File: src/rtl/ramsdp_fifo.sv
// ramsdp_fifo: first-word-fall-through FIFO controller wrapped around a
// simple-dual-port RAM (write port A, registered 1-cycle read port B).
// A 2-entry output buffer hides the RAM read latency so the FIFO can
// stream one word per cycle. Total capacity is 2**AW + 2 words.
//
// Handshakes: a word moves on an interface only in a cycle where its
// valid and ready are both high at the rising edge; in_ready depends only
// on registered state, and out_data holds while out_valid=1, out_ready=0.
//
// Optional feature, macro RAMSDP_FIFO_BYPASS_EN: when the RAM and the
// read pipeline are empty and the output buffer has room, a pushed word
// goes straight into the output buffer (out_valid one cycle after push).
module ramsdp_fifo #(
    parameter int DW = 16,
    parameter int AW = 10
) (
    input  logic          clk,
    input  logic          nreset,
    input  logic          in_valid,
    output logic          in_ready,
    input  logic [DW-1:0] in_data,
    output logic          out_valid,
    input  logic          out_ready,
    output logic [DW-1:0] out_data,
    output logic [AW+1:0] count,
    output logic          full,
    output logic          empty,
    output logic          ram_en_a,
    output logic          ram_we_a,
    output logic [AW-1:0] ram_addr_a,
    output logic [DW-1:0] ram_din_a,
    output logic          ram_en_b,
    output logic [AW-1:0] ram_addr_b,
    input  logic [DW-1:0] ram_dout_b
);

    localparam logic [AW:0] RAM_DEPTH = {1'b1, {AW{1'b0}}};

    logic [AW-1:0] wr_ptr_q, wr_ptr_d;
    logic [AW-1:0] rd_ptr_q, rd_ptr_d;
    logic [AW:0]   ram_cnt_q, ram_cnt_d;
    logic [1:0]    ob_cnt_q, ob_cnt_d;
    logic          pend_q, pend_d;
    logic [DW-1:0] ob0_q, ob0_d;
    logic [DW-1:0] ob1_q, ob1_d;

    logic          push;
    logic          pop;
    logic          rd;
    logic          bypass;
    logic          ram_wr;
    logic          cap;
    logic [DW-1:0] cap_data;
    logic [2:0]    ob_after_pop;
    logic [2:0]    ob_load;

    // Full tracks RAM occupancy only; in_ready never looks at out_ready.
    assign full      = (ram_cnt_q == RAM_DEPTH);
    assign in_ready  = !full;
    assign push      = in_valid & in_ready;
    assign out_valid = (ob_cnt_q != 2'd0);
    assign out_data  = ob0_q;
    assign pop       = out_valid & out_ready;

    // Buffer entries left after this cycle's pop, then plus the read in flight.
    assign ob_after_pop = {1'b0, ob_cnt_q} - {2'b00, pop};
    assign ob_load      = ob_after_pop + {2'b00, pend_q};

    // A read needs a stored word and a free buffer slot when its data lands.
    // Requiring ram_cnt>=1 at cycle start keeps addr_b off the write address.
    assign rd = (ram_cnt_q != '0) && (ob_load < 3'd2);

`ifdef RAMSDP_FIFO_BYPASS_EN
    assign bypass = push && (ram_cnt_q == '0) && !pend_q && (ob_after_pop < 3'd2);
`else
    assign bypass = 1'b0;
`endif

    assign ram_wr     = push & !bypass;
    assign ram_en_a   = ram_wr;
    assign ram_we_a   = ram_wr;
    assign ram_addr_a = wr_ptr_q;
    assign ram_din_a  = in_data;
    assign ram_en_b   = rd;
    assign ram_addr_b = rd_ptr_q;

    // Returned RAM data and bypassed input never coincide (bypass needs pend=0).
    assign cap      = pend_q | bypass;
    assign cap_data = pend_q ? ram_dout_b : in_data;

    assign count = (AW+2)'(ram_cnt_q) + (AW+2)'(ob_cnt_q) + (AW+2)'(pend_q);
    assign empty = (count == '0);

    // Next-state for pointers, occupancy, read pipeline and output buffer.
    always_comb begin
        wr_ptr_d  = wr_ptr_q;
        rd_ptr_d  = rd_ptr_q;
        ram_cnt_d = ram_cnt_q;
        pend_d    = rd;
        ob0_d     = ob0_q;
        ob1_d     = ob1_q;
        ob_cnt_d  = ob_after_pop[1:0] + {1'b0, cap};

        if (ram_wr) begin
            wr_ptr_d = wr_ptr_q + 1'b1;
        end
        if (rd) begin
            rd_ptr_d = rd_ptr_q + 1'b1;
        end
        if (ram_wr && !rd) begin
            ram_cnt_d = ram_cnt_q + 1'b1;
        end else if (!ram_wr && rd) begin
            ram_cnt_d = ram_cnt_q - 1'b1;
        end

        // Pop shifts the second entry to the head; a capture lands behind
        // whatever remains, so both happen on the same edge in FIFO order.
        if (pop) begin
            ob0_d = ob1_q;
        end
        if (cap) begin
            if (ob_after_pop == 3'd0) begin
                ob0_d = cap_data;
            end else begin
                ob1_d = cap_data;
            end
        end
    end

    // State registers; reset discards any read in flight.
    always_ff @(posedge clk or negedge nreset) begin
        if (!nreset) begin
            wr_ptr_q  <= '0;
            rd_ptr_q  <= '0;
            ram_cnt_q <= '0;
            ob_cnt_q  <= '0;
            pend_q    <= 1'b0;
            ob0_q     <= '0;
            ob1_q     <= '0;
        end else begin
            wr_ptr_q  <= wr_ptr_d;
            rd_ptr_q  <= rd_ptr_d;
            ram_cnt_q <= ram_cnt_d;
            ob_cnt_q  <= ob_cnt_d;
            pend_q    <= pend_d;
            ob0_q     <= ob0_d;
            ob1_q     <= ob1_d;
        end
    end

endmodule

File: config.mk
export PLATFORM = sky130hd
export DESIGN_NAME = ramsdp_fifo
export DESIGN_NICKNAME = d
export VERILOG_FILES = /design/src/rtl/ramsdp_fifo.sv
export SDC_FILE = /design/constraint.sdc
export NUM_CORES = 1
export LEC_CHECK = 0
export ABC_CLOCK_PERIOD_IN_PS = 6300
export CORE_UTILIZATION = 30
export CTS_CLUSTER_SIZE = 14
export DETAILED_ROUTE_END_ITERATION = 10
export GPL_ROUTABILITY_DRIVEN = 0
export HOLD_SLACK_MARGIN = 0.12
export PLACE_DENSITY = 0.62
export SLEW_MARGIN = 10
export SYNTH_ARGS = -nofsm -noshare
export SYNTH_HDL_FRONTEND = slang
export SYNTH_SLANG_ARGS = --single-unit
export TNS_END_PERCENT = 5
File: constraint.sdc
create_clock -name clk -period 6.3 [get_ports clk]
set_clock_uncertainty 0.1 [all_clocks]
set_input_delay 1.575 -clock clk [delete_from_list [all_inputs] [get_ports clk]]
set_output_delay 1.575 -clock clk [all_outputs]
set_load 0.05 [all_outputs]
; Word-level counts from Yosys, hierarchy flattened
; Cells that the tools add are included.
[totals]
in_bits = 36
word_cells = 38
regBits = 66
output_inout_bits = 71
[classes]
bitwise_logic = 3
muxes = 5
order_cmp = 1
addsub = 9
eq_ne = 1
n_reduce_logical = 12
[ops]
columns = cell, n
row1 = two-way mux 16 bit, 3
row2 = two-way mux 11 bit, 2
row3 = "adder 10 x 1 -> 10 bit, second input constant", 2
row4 = adder 11 x 2 -> 12 bit, 1
row5 = adder 12 x 1 -> 12 bit, 1
row6 = zero test 12 bit, 1
row7 = "adder 11 x 1 -> 11 bit, second input constant", 1
row8 = "equality test 11 bit, second input constant", 1
row9 = nonzero test 11 bit, 1
row10 = "subtractor 11 x 1 -> 11 bit, second input constant", 1
row11 = nonzero test 2 bit, 2
row12 = adder 3 x 1 -> 3 bit, 1
row13 = logical AND 1 bit, 3
row14 = zero test 1 bit, 3
row15 = zero test 3 bit, 1
row16 = "less-than comparator 3 x 2 -> 1 bit, second input constant", 1
row17 = subtractor 2 x 1 -> 3 bit, 1
row18 = adder 2 x 1 -> 2 bit, 1
row19 = AND 1 bit, 2
row20 = AND reduction 2 bit, 1
row21 = NOT 1 bit, 1

; Logic depth before layout (Yosys ltp)
; Gate-level depths: netlist of run 1.
[logic_depth]
word_depth = 9
depth_mapped = 21

; Worst setup path before layout of run 1
; No wires, ideal clock.
[synth_timing]
path_type = register -> output
startpoint = register ram_cnt_q[0]
endpoint = output empty
setup_slack_ns = 0.826
required_time_ns = 4.625
arrival_ns = 3.799
path_stages_with_launch = 9
cell_sequence = dfrtp_1 -> inv_1 -> fa_1 -> nand2b_1 -> a21oi_2 -> nand4_1 -> xnor2_1 -> nor3_1 -> nor4b_1
[synth_via]
elab_chain_len = 3
[synth_rtl]
columns = element, line
row1 = "start, declared", 41  ; logic [AW:0] ram_cnt_q, ram_cnt_d;
row2 = "start signal, assigned", 143  ; ram_cnt_q <= ram_cnt_d;
row3 = adder 11 x 2 -> 12 bit, 91  ; assign count = (AW+2)'(ram_cnt_q) + (AW+2)'(ob_cnt_q) + (AW+2)'(pend_q);
row4 = adder 12 x 1 -> 12 bit, 91
row5 = net count[9], 25  ; output logic [AW+1:0] count,
row6 = zero test 12 bit, 92  ; assign empty = (count == '0);
row7 = "end, declared", 27  ; output logic empty,
; The timed path passes the listed nets, and every way through them passes these cells.

; Worst setup path after layout of run 1
[layout_timing]
startpoint = register ram_cnt_q[0]
endpoint = output empty
[layout_via]
elab_chain_len = 3
[layout_rtl]
columns = element, line
row1 = adder 11 x 2 -> 12 bit, 91
row2 = adder 12 x 1 -> 12 bit, 91
row3 = zero test 12 bit, 92
; No other way between the ends.

==> impl_metrics.sql, run 1 <==
INSERT INTO impl_metrics (metric_group, metric, value, unit) VALUES
('finish', 'final_nets', '474', ''),
('min_path', 'holdPathStages', '1', ''),
('logic_synthesis', 'synth_enable_flop_cells', '0', ''),
('place', 'place.detailed.instances', '575', ''),
('route', 'num_vias', '2692', ''),
('logic_synthesis', 'ys_top_cells_by_count', '66 x sky130_fd_sc_hd__dfrtp_1, 29 x sky130_fd_sc_hd__nand2_1, 27 x sky130_fd_sc_hd__xnor2_1', ''),
('timing', 'rsz0062_at_grt', 'no', ''),
('finish', 'area_growth_synth_to_finish', '27.41', '%'),
('setup_path', 'crit_type', 'reg -> out', ''),
('global_routing', 'grtUsageTotal', '0.1302', ''),
('timing', 'worstMarginPinSlew', '1053', 'ps'),
('timing', 'setup_viol_count_final', '0', ''),
('clock_network', 'numCtsBuffers', '9', ''),
('setup_path', 'cell_count_of_the_worst_reg_to_reg_path', '20', ''),
('logic_synthesis', 'syn-cell-area', '0.003775', 'sq mm'),
('clock_network', 'cts_num_sinks', '66', ''),
('finish', 'antenna_cells_inserted', '0', ''),
('finish', 'final_core_util', '0.3955', ''),
('logic_synthesis', 'synthDistinctLibCells', '51', ''),
('global_routing', 'grt_max_degree', '51', ''),
('setup_path', 'reg2reg_setup_slack', '2190', 'ps'),
('outcome', 'result_of_the_run', 'finished clean', ''),
('logic_synthesis', 'syn_inst_count', '365', ''),
('setup_path', 'worst_path_largest_cell_delay', '870', 'ps'),
('setup_path', 'crit_path_max_fanout', '5', ''),
('run', 'timing.max_cap.violations', '0', ''),
('logic_synthesis', 'synthesis.nets', '421', ''),
('global_routing', 'overflow', '0', ''),
('clock_network', 'cts.path.max_buffers', '2', ''),
('setup_path', 'path_buf_inv', '2', ''),
('min_path', 'hp-start', 'ram_addr_b[9]$_DFFE_PN0P_', ''),
('clock_network', 'post_cts_buffers', '0', ''),
('logic_synthesis', 'synth_ff_type', 'sky130_fd_sc_hd__dfrtp_1', ''),
('setup_path', 'crit-reg2reg-capture', 'ram_cnt_q[10]$_DFFE_PN0P_', ''),
('floorplan', 'chipHeight', '114.2', 'microns'),
('setup_path', 'cp_cell_sequence', 'inv_1 -> fa_1 -> fa_1 -> nor3b_2 -> a31oi_1 -> nor4b_1 -> clkdlybuf4s50_1', ''),
('setup_path', 'cp_common_cell', 'sky130_fd_sc_hd__fa_1', ''),
('logic_synthesis', 'synthDominantCellAreaShare', '0.4375', ''),
('route', 'drt-vias-per-instance', '4.563', ''),
('setup_path', 'critical-path-top-delay-family', 'buffers and inverters', ''),
('clock_network', 'cts-root-buf', 'sky130_fd_sc_hd__clkbuf_16', ''),
('logic_synthesis', 'synthesis.area_per_instance', '10.34', 'sq um'),
('setup_path', 'worstSetupEndpointType', 'output port', ''),
('floorplan', 'die_w', '114.2', 'microns'),
('logic_synthesis', 'netlist_top_cells_area', 'sky130_fd_sc_hd__dfrtp_1 44%, sky130_fd_sc_hd__xnor2_1 6.3%, sky130_fd_sc_hd__ha_1 5.6%', ''),
('floorplan', 'core.rowCount', '40', ''),
('clock_network', 'tritoncts', 'done', ''),
('setup_path', 'critPathRequiredTime', '4620', 'ps'),
('place', 'place.port_buffers', '74', ''),
('clock_network', 'clk_transition_reported_paths', '50', 'ps'),
('floorplan', 'core-area', '0.01216', 'sq mm'),
('clock_network', 'clk-insertion-delay-late', '310', 'ps'),
('timing', 'finalSetupTns', '0', 'ps'),
('setup_path', 'critical_path.slowest_cell', 'sky130_fd_sc_hd__clkdlybuf4s50_1', ''),
('timing', 'final.period_utilization', '0.8576', ''),
('clock_network', 'htree_levels', '3', ''),
('logic_synthesis', 'synth_sequential_area_ratio', '0.4375', ''),
('min_path', 'min_delay_worst_endpoint', 'ram_addr_b[9]$_DFFE_PN0P_', ''),
('timing', 'finalCriticalPeriod', '5403', 'ps'),
('finish', 'layoutNonFillerInstCount', '590', ''),
('logic_synthesis', 'synthesis_warning_total', '0', ''),
('setup_path', 'critical_path_cell_count', '7', ''),
('global_routing', 'first_pass_grt_wire_length', '13390', 'microns'),
('timing', 'hold_vio_cnt_final', '0', ''),
('min_path', 'worst_hold_path_type', 'reg -> reg', ''),
('route', 'antenna_left', '0', ''),
('logic_synthesis', 'netlist.top_cell.by_area', 'sky130_fd_sc_hd__dfrtp_1', ''),
('logic_synthesis', 'asyncSetResetFlopFracSynth', '1.000', ''),
('timing', 'slew_violations', '0', ''),
('global_routing', 'grt_pass1_vias', '2720', ''),
('setup_path', 'cp.arrival', '3730', 'ps');
area by class of cell:
| type | count | area (sq um) |
|---|---|---|
| well taps | 168 | 210.2 |
| multi-input cells | 249 | 1854 |
| clock inverters | 2 | 12.51 |
| clock buffers | 13 | 260.3 |
| repair buffers | 76 | 760.7 |
| inverters | 16 | 60.06 |
| flip-flops and latches | 66 | 1652 |
| fillers | 1210 | 7352 |
flip-flops by register name (all words and copies together), names as in the netlist:
name / cells
cap: 1
ob1_q: 16
ob_cnt_q: 2
ram_addr_a: 10
ram_addr_b: 10
out_data: 16
ram_cnt_q: 11
how the worst max path moves through the flow:
stage	startpoint	to	slack [ps]
after detailed placement	out_ready	ram_cnt_q[10]$_DFFE_PN0P_	840
after global placement	out_ready	ram_cnt_q[10]$_DFFE_PN0P_	950
after global routing	ram_cnt_q[0]$_DFFE_PN0P_	empty	730
final	ram_cnt_q[0]$_DFFE_PN0P_	empty	900
after floorplan	ram_cnt_q[0]$_DFFE_PN0P_	empty	830
after CTS	ram_cnt_q[0]$_DFFE_PN0P_	empty	810
cell families after synthesis:
family                     count (synthesis)  share of synthesized area
AOI/OAI and AO/OA                         52                    0.08618
xor gates and xnor gates                  38                    0.08817
adders and majority gates                 20                    0.07226
buffers and inverters                     50                    0.07358
DFF                                       66                     0.4375
muxes                                     34                    0.09678
and+or+nand+nor                          105                     0.1455
per-stage QoR:
step / setup slack [ps] / hold WS, ps / area (sq um)
floorplan: 825.7 / 363.5 / 3775
global placement: 951.8 / 366.1 / 4537
detailed placement: 843.4 / 372.4 / 4537
CTS: 806.4 / 379.5 / 4810
global route: 732.2 / 410.5 / 4810
finish: 897.1 / 376.6 / 4810
layer usage:
| layer | global-route usage | up-vias | routed length [microns] |
|---|---|---|---|
| li1 | - | 1334 | - |
| met1 | 0.1647 | 1289 | 3606 |
| met2 | 0.2162 | 54 | 4004 |
| met3 | 0.03176 | 15 | 362 |
| met4 | 0.04675 | 0 | 137 |
| met5 | 0 | - | 0 |
cells in the final DEF, fill, tap and decap left out, types with 2 or more instances in the layout:
cell,synthesis,final
sky130_fd_sc_hd__clkdlybuf4s50_1,0,72
sky130_fd_sc_hd__dfrtp_1,66,66
sky130_fd_sc_hd__nand2_1,29,29
sky130_fd_sc_hd__xnor2_1,27,27
sky130_fd_sc_hd__nor2_1,26,26
sky130_fd_sc_hd__a21oi_1,19,19
sky130_fd_sc_hd__mux2i_1,17,17
sky130_fd_sc_hd__ha_1,17,17
sky130_fd_sc_hd__inv_1,15,15
sky130_fd_sc_hd__nand3_1,15,15
sky130_fd_sc_hd__xor2_1,11,11
sky130_fd_sc_hd__mux2_2,11,11
sky130_fd_sc_hd__clkbuf_16,0,9
sky130_fd_sc_hd__o21ai_0,8,8
sky130_fd_sc_hd__nor3_1,5,5
sky130_fd_sc_hd__a21o_1,5,5
sky130_fd_sc_hd__mux2_1,5,5
sky130_fd_sc_hd__nand4_1,4,4
sky130_fd_sc_hd__nand2b_1,4,4
sky130_fd_sc_hd__o21ai_1,4,4
sky130_fd_sc_hd__and2_1,3,3
sky130_fd_sc_hd__a31oi_1,3,3
sky130_fd_sc_hd__and3_1,3,3
sky130_fd_sc_hd__fa_1,3,3
sky130_fd_sc_hd__nor3_2,2,2
sky130_fd_sc_hd__a21oi_2,2,2
sky130_fd_sc_hd__nor2b_1,2,2
sky130_fd_sc_hd__o31ai_1,2,2
sky130_fd_sc_hd__nor4b_1,2,2
sky130_fd_sc_hd__nor3b_1,2,2
sky130_fd_sc_hd__clkbuf_8,0,2
sky130_fd_sc_hd__clkbuf_1,6,2
sky130_fd_sc_hd__buf_4,17,2
Power of run 1 is not shown: default switching activity piles up to over one toggle a cycle in this logic, so the estimate is an artifact.
==> run 2: changes to the inputs <==
CORE_MARGIN = 2   (was unset)
CORE_UTILIZATION = 39   (was 30)
PLACE_DENSITY = 0.74   (was 0.62)
==> impl_metrics.sql, run 2 (synthesis results as in run 1) <==
INSERT INTO impl_metrics (metric_group, metric, value, unit) VALUES
('outcome', 'result_of_the_run', 'finished clean', ''),
('global_routing', 'overflow', '0', ''),
('setup_path', 'startpoint', 'ram_cnt_q[0]$_DFFE_PN0P_', ''),
('route', 'first_pass_iters', '4', ''),
('global_routing', 'grt_antenna_before_repair', '0', ''),
('route', 'drt-vias-per-instance', '4.911', ''),
('finish', 'ratio_of_cells_with_drive_above_1_in_the_final_layout', '0.1061', ''),
('timing', 'slew_headroom', '0.3453', ''),
('setup_path', 'critical_path.slowest_cell', 'sky130_fd_sc_hd__clkdlybuf4s50_1', ''),
('clock_network', 'cts.path.max_buffers', '2', ''),
('floorplan', 'io_pins', '107', ''),
('timing', 'final.period_utilization', '0.8934', ''),
('global_routing', 'grt_max_degree', '67', ''),
('clock_network', 'htree_levels', '3', ''),
('floorplan', 'chipHeight', '102.4', 'microns'),
('setup_path', 'type_of_origin_of_the_critical_path', 'register', ''),
('setup_path', 'worstReg2RegStart', 'ob_cnt_q[1]$_DFF_PN0_', ''),
('finish', 'layout_common_cells', '72 x sky130_fd_sc_hd__clkdlybuf4s50_1, 66 x sky130_fd_sc_hd__dfrtp_1, 29 x sky130_fd_sc_hd__nand2_1', ''),
('route', 'drt_iter0_markers', '80', ''),
('clock_network', 'cts-root-buf', 'sky130_fd_sc_hd__clkbuf_8', ''),
('timing', 'worstMarginPinSlew', '982.0', 'ps'),
('setup_path', 'worstSetupEndpointType', 'output port', ''),
('floorplan', 'core-area', '0.009328', 'sq mm'),
('route', 'antenna_left', '0', ''),
('finish', 'area_growth_synth_to_finish', '24.63', '%'),
('setup_path', 'worst_path_largest_cell_delay', '890', 'ps'),
('finish', 'final_cell_area', '0.004705', 'sq mm'),
('floorplan', 'initial_core_util', '0.4047', ''),
('min_path', 'hp-start', 'ram_addr_a[9]$_DFFE_PN0P_', ''),
('timing', 'finalCriticalPeriod', '5629', 'ps'),
('finish', 'layout.filler_cells', '861', ''),
('route', 'wl_per_instance', '14.21', 'microns'),
('global_routing', 'grtUsageTotal', '0.1535', ''),
('timing', 'rsz0062_at_grt', 'no', ''),
('setup_path', 'crit_type', 'reg -> out', ''),
('timing', 'slew_violations', '0', ''),
('floorplan', 'core.rowCount', '35', ''),
('floorplan', 'die_w', '102.4', 'microns'),
('clock_network', 'cts_num_sinks', '66', ''),
('timing', 'hold_vio_cnt_final', '0', ''),
('setup_path', 'critPathRequiredTime', '4620', 'ps'),
('clock_network', 'clk_transition_reported_paths', '80', 'ps'),
('setup_path', 'cp.arrival', '3950', 'ps'),
('clock_network', 'numCtsBuffers', '9', ''),
('clock_network', 'tritoncts', 'done', ''),
('setup_path', 'cp_cell_sequence', 'inv_1 -> fa_1 -> nand2b_1 -> a21oi_2 -> nand4_1 -> xnor2_1 -> nor3_1 -> nor4b_1 -> clkdlybuf4s50_1', ''),
('clock_network', 'cts.hold.buffers_added', '0', ''),
('place', 'detailed_place.area', '0.004487', 'sq mm'),
('clock_network', 'post_cts_buffers', '0', ''),
('global_routing', 'first_pass_grt_wire_length', '12620', 'microns'),
('setup_path', 'path_buf_inv', '2', ''),
('global_routing', 'grt_pass1_vias', '2647', ''),
('timing', 'finalSetupTns', '0', 'ps'),
('place', 'dp.final_hpwl', '5640', 'microns'),
('min_path', 'worst_hold_path_type', 'reg -> reg', ''),
('place', 'place.port_buffers', '74', ''),
('timing', 'fmax', '0.1777', 'GHz'),
('timing', 'setup_viol_count_final', '0', ''),
('route', 'drc_errors', '0', ''),
('floorplan', 'floorplan.die_area', '0.01048', 'sq mm'),
('setup_path', 'critical-path-top-delay-family', 'simple AND/OR/NAND/NOR gates', ''),
('route', 'num_vias', '2716', ''),
('run', 'timing.max_cap.violations', '0', ''),
('setup_path', 'crit_path_max_fanout', '5', ''),
('finish', 'antenna_cells_inserted', '0', ''),
('finish', 'final_common_cell', 'sky130_fd_sc_hd__clkdlybuf4s50_1', ''),
('route', 'drt_wl_total', '7856', 'microns'),
('clock_network', 'clk-insertion-delay-late', '340', 'ps'),
('clock_network', 'post_cts_resize_count', '0', ''),
('finish', 'final_nets', '475', '');
==> run 2: layout make-up <==
class,count,area [sq um],area share
clock inverters,6,90.09,0.01915
repair buffers,77,768.2,0.1633
well taps,129,161.4,0.03431
multi-input cells,249,1846,0.3923
clock buffers,10,127.6,0.02713
inverters,16,60.06,0.01277
flip-flops and latches,66,1652,0.3511
==> run 2: final timing paths <==
kind	to	slack, ps	cells after the start
max in group asynchronous	ram_addr_a[3]$_DFFE_PN0P_	4240	2
worst min register to register	ram_addr_a[9]$_DFFE_PN0P_	380	1
worst max-delay path	empty	670	9
worst max register to register	ram_cnt_q[10]$_DFFE_PN0P_	2260	20
min in group asynchronous	ob1_q[4]$_DFFE_PN0P_	1300	2
worst min-delay path	ram_addr_a[9]$_DFFE_PN0P_	380	1
==> run 2: routing by layer <==
metal  track usage  part of all wire  wire, microns  up-vias
li1              -                 -              -     1341
met1        0.2005              0.45           3511     1301
met2        0.2460              0.49           3846       62
met3       0.03694             0.048            376       12
met4       0.06256             0.016            122        0
met5             0                 0              0        -
==> run 2: per-stage QoR <==
stage	std cells	setup slack, ps	hold slack (ps)	utilization
finish	553	671.4	375.9	0.5044
global route	553	535.3	392.1	0.5044
CTS	553	717.9	386.4	0.5044
detailed placement	537	928.3	374.6	0.4810
global placement	537	1005	364.2	0.4810
floorplan	365	825.7	363.5	-
Power of run 2 is left out for the same reason.
